--- src/rtl/custom_axi_ip_lite_regs.sv ---
`timescale 1ns/1ps
// custom_axi_ip_lite_regs
// AXI4-Lite slave register block in front of the custom IP core.
// Map: 0x00 CTRL, 0x04 DATA_IN, 0x08 DATA_OUT, 0x0C STATUS, 0x10 IRQ_MASK.
// Optional feature: define CUSTOM_AXI_IP_IRQ_EN to add IRQ_MASK and irq_o.
module custom_axi_ip_lite_regs #(
  parameter int ADDR_WIDTH = 8,
  parameter int DATA_WIDTH = 32
) (
  input  logic                    clk_i,
  input  logic                    rst_i,
  input  logic [ADDR_WIDTH-1:0]   s_awaddr,
  input  logic                    s_awvalid,
  output logic                    s_awready,
  input  logic [DATA_WIDTH-1:0]   s_wdata,
  input  logic [DATA_WIDTH/8-1:0] s_wstrb,
  input  logic                    s_wvalid,
  output logic                    s_wready,
  output logic [1:0]              s_bresp,
  output logic                    s_bvalid,
  input  logic                    s_bready,
  input  logic [ADDR_WIDTH-1:0]   s_araddr,
  input  logic                    s_arvalid,
  output logic                    s_arready,
  output logic [DATA_WIDTH-1:0]   s_rdata,
  output logic [1:0]              s_rresp,
  output logic                    s_rvalid,
  input  logic                    s_rready,
  output logic [DATA_WIDTH-1:0]   ipreg_data_o,
  output logic                    enable_o,
  input  logic [DATA_WIDTH-1:0]   ipreg_data_i,
  input  logic [1:0]              status_i
`ifdef CUSTOM_AXI_IP_IRQ_EN
  ,
  output logic                    irq_o
`endif
);

  localparam int         STRB_W      = DATA_WIDTH / 8;
  localparam logic [1:0] RESP_OKAY   = 2'b00;
  localparam logic [1:0] RESP_SLVERR = 2'b10;
  localparam logic [1:0] ST_IDLE     = 2'd0;
  localparam logic [1:0] ST_DONE     = 2'd2;
  localparam logic [2:0] IDX_CTRL    = 3'd0;
  localparam logic [2:0] IDX_DIN     = 3'd1;
  localparam logic [2:0] IDX_DOUT    = 3'd2;
  localparam logic [2:0] IDX_STAT    = 3'd3;
`ifdef CUSTOM_AXI_IP_IRQ_EN
  localparam logic [2:0] IDX_IRQM    = 3'd4;
`endif

  // Word index (address bits [4:2]) that decodes to a real register.
  function automatic logic is_mapped(input logic [2:0] idx);
`ifdef CUSTOM_AXI_IP_IRQ_EN
    return idx <= IDX_IRQM;
`else
    return idx <= IDX_STAT;
`endif
  endfunction

  logic                  aw_held;
  logic                  w_held;
  logic [2:0]            aw_idx_q;
  logic [DATA_WIDTH-1:0] w_data_q;
  logic [STRB_W-1:0]     w_strb_q;
  logic [DATA_WIDTH-1:0] data_in_q;
  logic [DATA_WIDTH-1:0] data_out_q;
  logic [1:0]            status_q;
  logic                  done_stky;
  logic                  start_err;
`ifdef CUSTOM_AXI_IP_IRQ_EN
  logic                  irq_mask_q;
`endif

  logic                  aw_hs;
  logic                  w_hs;
  logic                  b_hs;
  logic                  ar_hs;
  logic                  r_hs;
  logic                  commit;
  logic                  start_req;
  logic                  start_ok;
  logic                  w1c_en;
  logic                  din_we;
  logic [2:0]            ar_idx;
  logic [DATA_WIDTH-1:0] status_word;
  logic [DATA_WIDTH-1:0] rd_word;

  // Address bits outside [4:2] are intentionally ignored (registers alias).
  logic unused_addr_bits;
  assign unused_addr_bits = ^{s_awaddr[ADDR_WIDTH-1:5], s_awaddr[1:0],
                              s_araddr[ADDR_WIDTH-1:5], s_araddr[1:0]};

  // Ready is forced low while reset is asserted so no channel looks live.
  assign s_awready = ~rst_i & ~aw_held & ~s_bvalid;
  assign s_wready  = ~rst_i & ~w_held  & ~s_bvalid;
  assign s_arready = ~rst_i & ~s_rvalid;

  assign aw_hs = s_awvalid & s_awready;
  assign w_hs  = s_wvalid  & s_wready;
  assign b_hs  = s_bvalid  & s_bready;
  assign ar_hs = s_arvalid & s_arready;
  assign r_hs  = s_rvalid  & s_rready;

  // A write commits on the first edge at which both address and data are held.
  assign commit    = aw_held & w_held & ~s_bvalid;
  assign start_req = commit & (aw_idx_q == IDX_CTRL) & w_strb_q[0] & w_data_q[0];
  assign start_ok  = start_req & (status_q == ST_IDLE);
  assign w1c_en    = commit & (aw_idx_q == IDX_STAT) & w_strb_q[1];
  assign din_we    = commit & (aw_idx_q == IDX_DIN);

  assign ar_idx       = s_araddr[4:2];
  assign ipreg_data_o = data_in_q;
  assign status_word  = {{(DATA_WIDTH-10){1'b0}}, start_err, done_stky, 6'b0, status_q};

  // Read mux over the register state as it stands before the AR edge.
  always_comb begin
    rd_word = '0;
    case (ar_idx)
      IDX_DIN:  rd_word = data_in_q;
      IDX_DOUT: rd_word = data_out_q;
      IDX_STAT: rd_word = status_word;
`ifdef CUSTOM_AXI_IP_IRQ_EN
      IDX_IRQM: rd_word = {{(DATA_WIDTH-1){1'b0}}, irq_mask_q};
`endif
      default:  rd_word = '0;
    endcase
  end

  // Write holding flags and the B channel; buffers free up on the B handshake.
  always_ff @(posedge clk_i or posedge rst_i) begin
    if (rst_i) begin
      aw_held  <= 1'b0;
      w_held   <= 1'b0;
      s_bvalid <= 1'b0;
      s_bresp  <= RESP_OKAY;
    end else if (b_hs) begin
      aw_held  <= 1'b0;
      w_held   <= 1'b0;
      s_bvalid <= 1'b0;
    end else begin
      if (aw_hs) aw_held <= 1'b1;
      if (w_hs)  w_held  <= 1'b1;
      if (commit) begin
        s_bvalid <= 1'b1;
        s_bresp  <= is_mapped(aw_idx_q) ? RESP_OKAY : RESP_SLVERR;
      end
    end
  end

  // Captured write payload; only consumed while the held flags are set.
  always_ff @(posedge clk_i) begin
    if (aw_hs) aw_idx_q <= s_awaddr[4:2];
    if (w_hs) begin
      w_data_q <= s_wdata;
      w_strb_q <= s_wstrb;
    end
  end

  // R channel: capture on AR handshake, hold until R handshake.
  always_ff @(posedge clk_i or posedge rst_i) begin
    if (rst_i) begin
      s_rvalid <= 1'b0;
      s_rresp  <= RESP_OKAY;
      s_rdata  <= '0;
    end else if (ar_hs) begin
      s_rvalid <= 1'b1;
      s_rdata  <= rd_word;
      s_rresp  <= is_mapped(ar_idx) ? RESP_OKAY : RESP_SLVERR;
    end else if (r_hs) begin
      s_rvalid <= 1'b0;
    end
  end

  // DATA_IN: byte-strobed update at the commit edge.
  always_ff @(posedge clk_i or posedge rst_i) begin
    if (rst_i) begin
      data_in_q <= '0;
    end else if (din_we) begin
      for (int i = 0; i < STRB_W; i++) begin
        if (w_strb_q[i]) data_in_q[8*i +: 8] <= w_data_q[8*i +: 8];
      end
    end
  end

  // DATA_OUT tracks the core result word every cycle.
  always_ff @(posedge clk_i) begin
    data_out_q <= ipreg_data_i;
  end

  // Core state sample, sticky flags (set beats clear) and the start pulse.
  always_ff @(posedge clk_i or posedge rst_i) begin
    if (rst_i) begin
      status_q  <= ST_IDLE;
      done_stky <= 1'b0;
      start_err <= 1'b0;
      enable_o  <= 1'b0;
    end else begin
      status_q <= status_i;
      enable_o <= start_ok;
      if (status_q == ST_DONE)         done_stky <= 1'b1;
      else if (w1c_en && w_data_q[8])  done_stky <= 1'b0;
      if (start_req && !start_ok)      start_err <= 1'b1;
      else if (w1c_en && w_data_q[9])  start_err <= 1'b0;
    end
  end

`ifdef CUSTOM_AXI_IP_IRQ_EN
  // Interrupt mask register and registered interrupt output.
  always_ff @(posedge clk_i or posedge rst_i) begin
    if (rst_i) begin
      irq_mask_q <= 1'b0;
      irq_o      <= 1'b0;
    end else begin
      if (commit && (aw_idx_q == IDX_IRQM) && w_strb_q[0]) irq_mask_q <= w_data_q[0];
      irq_o <= done_stky & irq_mask_q;
    end
  end
`endif

endmodule

--- config.mk ---
export PLATFORM = sky130hd
export DESIGN_NAME = custom_axi_ip_lite_regs
export DESIGN_NICKNAME = d
export VERILOG_FILES = /design/src/rtl/custom_axi_ip_lite_regs.sv
export SDC_FILE = /design/constraint.sdc
export NUM_CORES = 1
export LEC_CHECK = 0
export BUFFER_PORTS_ARGS = -buffer_cell sky130_fd_sc_hd__buf_2
export CAP_MARGIN = 30
export CORE_ASPECT_RATIO = 1.1
export CORE_MARGIN = 3
export CORE_UTILIZATION = 50
export DETAILED_ROUTE_END_ITERATION = 10
export HOLD_SLACK_MARGIN = 0.06
export PLACE_DENSITY = 0.79
export SYNTH_ARGS = -nofsm -noshare
export SYNTH_HDL_FRONTEND = slang
export SYNTH_SLANG_ARGS = --single-unit
--- constraint.sdc ---
create_clock -name clk_i -period 2.34 [get_ports clk_i]
set_input_delay 0.234 -clock clk_i [delete_from_list [all_inputs] [get_ports clk_i]]
set_output_delay 0.234 -clock clk_i [all_outputs]
set_load 0.01 [all_outputs]
==> flow_summary.ini, run 1 <==
[routing]
routed_met3_length_um = 715
routed_wirelength_um = 13200
firstDrtPassIters = 5
post_drt_wl_per_cell_um = 18.6
via_per_inst = 5.27
drt_first_iter_violations = 193
post_route_antenna_net_violation_count = 0
wl_met1_um = 5040
num_vias = 3739
wl_met2_um = 7010
highest_layer_used_for_signal_routing = met4
drcViolationCount = 0

[sta]
finalMaxSlewViolations = 0
timing.final.crit_period_ns = 2.04
tns_ns = 0
highest_achievable_clock_rate_mhz = 489
finalHoldViolCount = 0
grt_setup_unrepaired = no
worst_max_slew_pin_slew_ns = 0.694
min_period_over_period_pct = 87.4
setup-violations-final = 0
worst_slew_margin_rel_pct = 53.7
worst_clock_skew_ns = 0.0132

[critical_path]
cp_slowest_cell = nor3b_1
timing.critical_path.fanout_max = 8
max_stage_delay_ns = 0.54
crit_chain = nor3b_1 > nand3_1 > mux2_2
cp-end-kind = register
start_kind = register
worst-endpoint-arrival_ns = 2.44
critical_path.n_buffers_inverters = 0
path_delay_family = simple AND/OR/NAND/NOR gates
cp.required_ns = 2.73
category_of_the_most_critical_setup_path = reg -> reg

[clock_tree]
cts_post_setup_buffers_inserted = 0
clock_latency_ns = 0.52
max-clock-path-buffers = 2
tritoncts = built
cts_root_buf = clkbuf_8
cts_htree_levels = 4
post_cts_resized = 0
clkSlewWorstSetupHoldPaths_ns = 0.06
cts_inserted_buffers = 17
cts.sink_count = 146

[power]
cellPowerDensity_mw_per_mm2 = 1040
vdd.ir_drop.worst_mv = 0.881
p_leak_nw = 3.38

[synthesis]
post_synth_instance_area_mm2 = 0.00497
top_cells_by_count_synth = 75 x dfrtp_1, 39 x edfxtp_1, 38 x mux2_2
netlist_instances = 337
synth_xor_area_share_pct = 0
ys_warn_count = 0
sequential_area_share_after_synthesis_pct = 74.2
yosys_most_used_dff = dfrtp_1
synthesized_area_fraction_occupied_by_ao_oa_aoi_and_oai_cells_pct = 9.34
synth_area_per_cell_um2 = 14.7
post_synthesis_share_of_cell_area_spent_on_full_adders_half_adders_and_majority_gates_pct = 0
synth.area.mux_share_pct = 8.61
synth-edff-count = 39
dominant_cell_type_by_area_after_synthesis = dfrtp_1
async_reset_ff_share_pct = 51.4
synth_seq_cells = 146
synth_top_family_by_area = compound AO/OA/AOI/OAI gates
synth_cell_type_count = 30
synth_area_leaders = dfrtp_1 38%, edfxtp_1 24%, dfxtp_1 13%, mux2_2 8.6%, a22oi_1 4.8%
post-synth-top-area-fraction_pct = 37.8
synthSimpleGateAreaFrac_pct = 5.46
post-synth-top-count-cell = dfrtp_1

[job]
max_cap_viol_count = 0

[die]
floorplan.io_pins = 167
placeableCoreArea_mm2 = 0.00954
die_width_um = 101
initial_utilization_pct = 52.1
die_height_um = 111
fp-row-count = 37
die_area_mm2 = 0.0112

[final_layout]
drive_above_1_share_pct = 40.2
final_core_util_pct = 76.4
finish.net_count = 672
diodes = 0
final.fill_count = 579
layout-area-overhead-vs-synth_pct = 46.6

[global_route]
grt_start_max_net_pins = 40
globalRoute.totalOverflow = 0
number_of_antenna_violations_at_the_first_check_in_global_routing = 0
wire_length_of_the_first_global_routing_pass_um = 21200
grt_usage_pct = 24.9
number_of_global_route_vias_before_repair = 4250

[place]
gp_congestion = 0.742
dpl.hpwl_um = 7670
number_of_buffers_added_on_ports = 154

[hold_path]
min-delay-path-class = in -> reg

[outcome]
run_status = finished, final reports clean
-- power by group --
group	internal [mW]	leakage [nW]	switching, mW	total, mW
sequential	3.09	1.62	0.337	3.43
combinational	0.719	1.46	0.696	1.41
clock	1.75	0.303	0.985	2.74
total	5.56	3.38	2.02	7.58
-- worst paths after layout --
check | startpoint | end | slack, ns | cells past startpoint
worst max-delay path | aw_idx_q[1] | ipreg_data_o[22] | 0.30 | 3
worst min-delay path | s_araddr[2] | s_rdata[8] | 0.12 | 3
worst max register to register | aw_idx_q[1] | ipreg_data_o[22] | 0.30 | 3
worst min register to register | w_data_q[31] | ipreg_data_o[31] | 0.48 | 1
max in group asynchronous | rst_i | s_rdata[0] | 1.31 | 4
min in group asynchronous | rst_i | aw_held | 0.39 | 3
-- per-stage QoR --
| step | instance area [µm²] | std cells | total power [mW] | worst slack (ns) | hold WS [ns] |
|---|---|---|---|---|---|
| 2_1_floorplan | 4970 | 338 | 4.08 | 0.157 | 0.262 |
| 3_3_place_gp | 5880 | 598 | 4.66 | 0.456 | 0.337 |
| 3_5_place_dp | 5880 | 598 | 4.74 | 0.355 | 0.338 |
| 4_1_cts | 7290 | 709 | 7.58 | 0.328 | 0.107 |
| 5_1_grt | 7290 | 709 | 7.91 | 0.165 | 0.127 |
| 6_report | 7290 | 709 | 7.58 | 0.296 | 0.125 |
-- logic make-up after synthesis --
logic type	count (synthesis)
mux	38
other cells	1
buf+inv	22
simple gates	56
flops	146
compound gates	74
-- per-layer routing --
layer  vias to the layer above  global-route usage, %
met1                      1851                   28.7
met5                         -                      0
met3                        34                   6.38
li1                       1700                      -
met4                         0                   11.9
met2                       154                   42.5
-- state kept, by name, summed over array words and instances, names as in the netlist, 2 cells and up --
name          count
ipreg_data_o     32
w_data_q         32
status_q          2
aw_idx_q          3
w_strb_q          4
s_rdata          32
data_out_q       32
-- layout make-up --
| class | count | area (µm²) | area share [%] |
|---|---|---|---|
| multi-input combinational | 170 | 1180 | 16.2 |
| tap | 117 | 146 | 2.01 |
| inverter | 4 | 16.3 | 0.223 |
| clock buffer | 24 | 523 | 7.18 |
| sequential | 146 | 3690 | 50.6 |
| timing repair buffer | 240 | 1640 | 22.5 |
| clock inverter | 8 | 95.1 | 1.31 |
-- repair_timing --
action	in CTS	in global routing
hold endpoints to repair	114	0
setup endpoints to repair	0	0
hold buffers	79	0
-- worst register-to-register path: stages, from the launching register on --
cell and delay [ns]:
edfxtp_1 0.43, nor3b_1 0.54, nand3_1 0.51, mux2_2 0.44
-- cells in the final DEF (no fill, tap or decap), types with 18 or more instances in the layout --
master	instances
dfrtp_1	75
o21ai_1	27
a22oi_1	32
mux2_2	38
dfxtp_1	32
buf_2	154
edfxtp_1	39
nand2_1	32
dlygate4sd3_1	79
clkbuf_16	18
Power figures use the tool's default switching activity.
==> run 2: changes to the inputs <==
==> constraint.sdc (replaced) <==
create_clock -name clk_i -period 2.34 [get_ports clk_i]
set_input_delay 0.234 -clock clk_i [delete_from_list [all_inputs] [get_ports clk_i]]
set_output_delay 0.234 -clock clk_i [all_outputs]
set_load 0.1 [all_outputs]
==> run 2 against run 1 <==
  * Global-route usage rose by 0.51 points
  * Core utilization decreased by 0.64 points
  * Non-clock buffer count up 1
  * Via count decreased by 0.13%
  * Sequential share of layout area grew 0.45 points
  * Fmax up 4.6%
  * Sequential cell count unchanged
  * Die area did not move
  * First-iteration DRC count is 8.8% higher
  * Final area shrank 0.84%
  * Worst hold slack gained 0.0093 ns
  * Highest routed layer unchanged
==> flow_summary.ini, run 2 (synthesis gave the netlist of run 1 again) <==
[sta]
finalMaxSlewViolations = 0
grt_setup_unrepaired = no
highest_achievable_clock_rate_mhz = 512
fin_ws_ns = 0.386
min_period_over_period_pct = 83.5
timing.final.crit_period_ns = 1.95
tns_ns = 0
worst_hold_slack_ns = 0.134
worst_slew_margin_rel_pct = 46.2
worst_clock_skew_ns = 0.0143
finalHoldViolCount = 0
worst_max_slew_pin_slew_ns = 0.806
setup-violations-final = 0

[final_layout]
drive_above_1_share_pct = 40.6
mostFrequentLayoutCell = buf_2
layout-area-overhead-vs-synth_pct = 45.4
final_core_util_pct = 75.8
seqCellArea_mm2 = 0.00369
final_cell_mix = 154 x buf_2, 79 x dlygate4sd3_1, 74 x dfrtp_1, 39 x edfxtp_1, 38 x mux2_2
final.fill_count = 569
fin_area_mm2 = 0.00722
fin_cells = 711
finish.net_count = 673
multi_input_comb_area_mm2 = 0.00120

[place]
gp_congestion = 0.789
dpl.hpwl_um = 7980
place_worst_setup_slack_ns = 0.405
placement_stage_cell_area_mm2 = 0.00589
number_of_buffers_added_on_ports = 154
dp.cells = 599

[critical_path]
worst-endpoint-arrival_ns = 2.35
max_stage_delay_ns = 0.48
path_delay_family = simple AND/OR/NAND/NOR gates
critical_path_cell_count = 3
timing.critical_path.fanout_max = 8
category_of_the_most_critical_setup_path = reg -> reg
critical_path.n_buffers_inverters = 0
cp.required_ns = 2.74
reg2regPathDepth = 3
crit_chain = nor3b_1 > nand3_1 > mux2_2
cp_slowest_cell = nor3b_1
cp-end-kind = register
start_kind = register

[die]
die_width_um = 101
floorplan.io_pins = 167
fp-row-count = 37
die_height_um = 111
die_area_mm2 = 0.0112
initial_utilization_pct = 52.1
placeableCoreArea_mm2 = 0.00954

[clock_tree]
clock_latency_ns = 0.52
tritoncts = built
clkSlewWorstSetupHoldPaths_ns = 0.06
max-clock-path-buffers = 2
cts.sink_count = 146
cts_inserted_buffers = 17
cts_htree_levels = 4
cts-hold-fix-buffers = 79
cts_post_setup_buffers_inserted = 0
cts_root_buf = clkbuf_8
post_cts_resized = 0

[global_route]
grt_usage_pct = 25.4
number_of_antenna_violations_at_the_first_check_in_global_routing = 1
number_of_global_route_vias_before_repair = 4134
grt_start_max_net_pins = 46
globalRoute.totalOverflow = 0
wire_length_of_the_first_global_routing_pass_um = 21300

[hold_path]
min-delay-path-class = in -> reg
hold_path_depth = 3

[routing]
routed_wirelength_um = 13400
num_vias = 3734
post_drt_wl_per_cell_um = 18.8
firstDrtPassIters = 4
post_route_antenna_net_violation_count = 0
via_per_inst = 5.25
drcViolationCount = 0
drt_first_iter_violations = 210

[power]
power_switching_mw = 4.47
vdd.ir_drop.worst_mv = 0.918
power.share.clock_pct = 25.4
switching_share_pct = 45.8
power_mw = 9.78
cellPowerDensity_mw_per_mm2 = 1350
cell_internal_pwr_mw = 5.30
power.combinational.fraction_pct = 39.5
p_leak_nw = 3.35
seqPwrFrac_pct = 35.1

[job]
max_cap_viol_count = 0

[outcome]
run_status = finished, final reports clean
run 2: changes by cell type in the layout (fill, tap and decap cells not counted), moves of 2 or more:
| cell | delta |
|---|---|
| clkinv_2 | +2 |
| buf_4 | +3 |
| nor3_1 | -2 |
| clkbuf_1 | +2 |
| inv_4 | +2 |
| buf_12 | -2 |
| nor3_4 | +2 |
| clkbuf_8 | -3 |
run 2: final timing paths:
kind / to / slack (ns) / startpoint
max in group asynchronous: s_rdata[19] / 1.15 / rst_i
max: ipreg_data_o[19] / 0.39 / aw_idx_q[1]
max reg2reg: ipreg_data_o[19] / 0.39 / aw_idx_q[1]
min: s_rdata[0] / 0.13 / s_araddr[2]
min reg2reg: s_rdata[27] / 0.47 / s_rdata[27]
min in group asynchronous: enable_o / 0.49 / rst_i
run 2: worst min-delay path: cells and delay by family:
family / cells / cell delay (ns)
AOI/OAI and AO/OA: 2 / 0.23
buffers and inverters: 1 / 0.15
run 2: area by class of cell:
class                      count  area share [%]
clock buffer                  22            6.43
inverter                       4           0.225
antenna                        1          0.0346
clock inverter                10            1.11
multi-input combinational    170            16.7
sequential                   146            51.1
timing repair buffer         241            22.4
tap                          117            2.03
run 2: layer usage:
layer  share of wire [%]  wire (µm)  vias to the layer above  global-route usage, %
met3                 5.3        707                       44                   7.64
li1                    -          -                     1704                      -
met2                  53       7070                      148                   43.4
met4                 4.1        551                        0                   12.7
met5                   0          0                        -                      0
met1                  38       5030                     1838                   28.2
run 2: power by group through the flow:
stage	logic (mW)	clock network, mW	registers (mW)
final	3.87	2.48	3.43
after global routing	3.99	2.65	3.50
after CTS	3.87	2.50	3.42
after detailed placement	3.74	0	3.46
after global placement	3.69	0	3.44
after floorplan	0.654	0	5.87
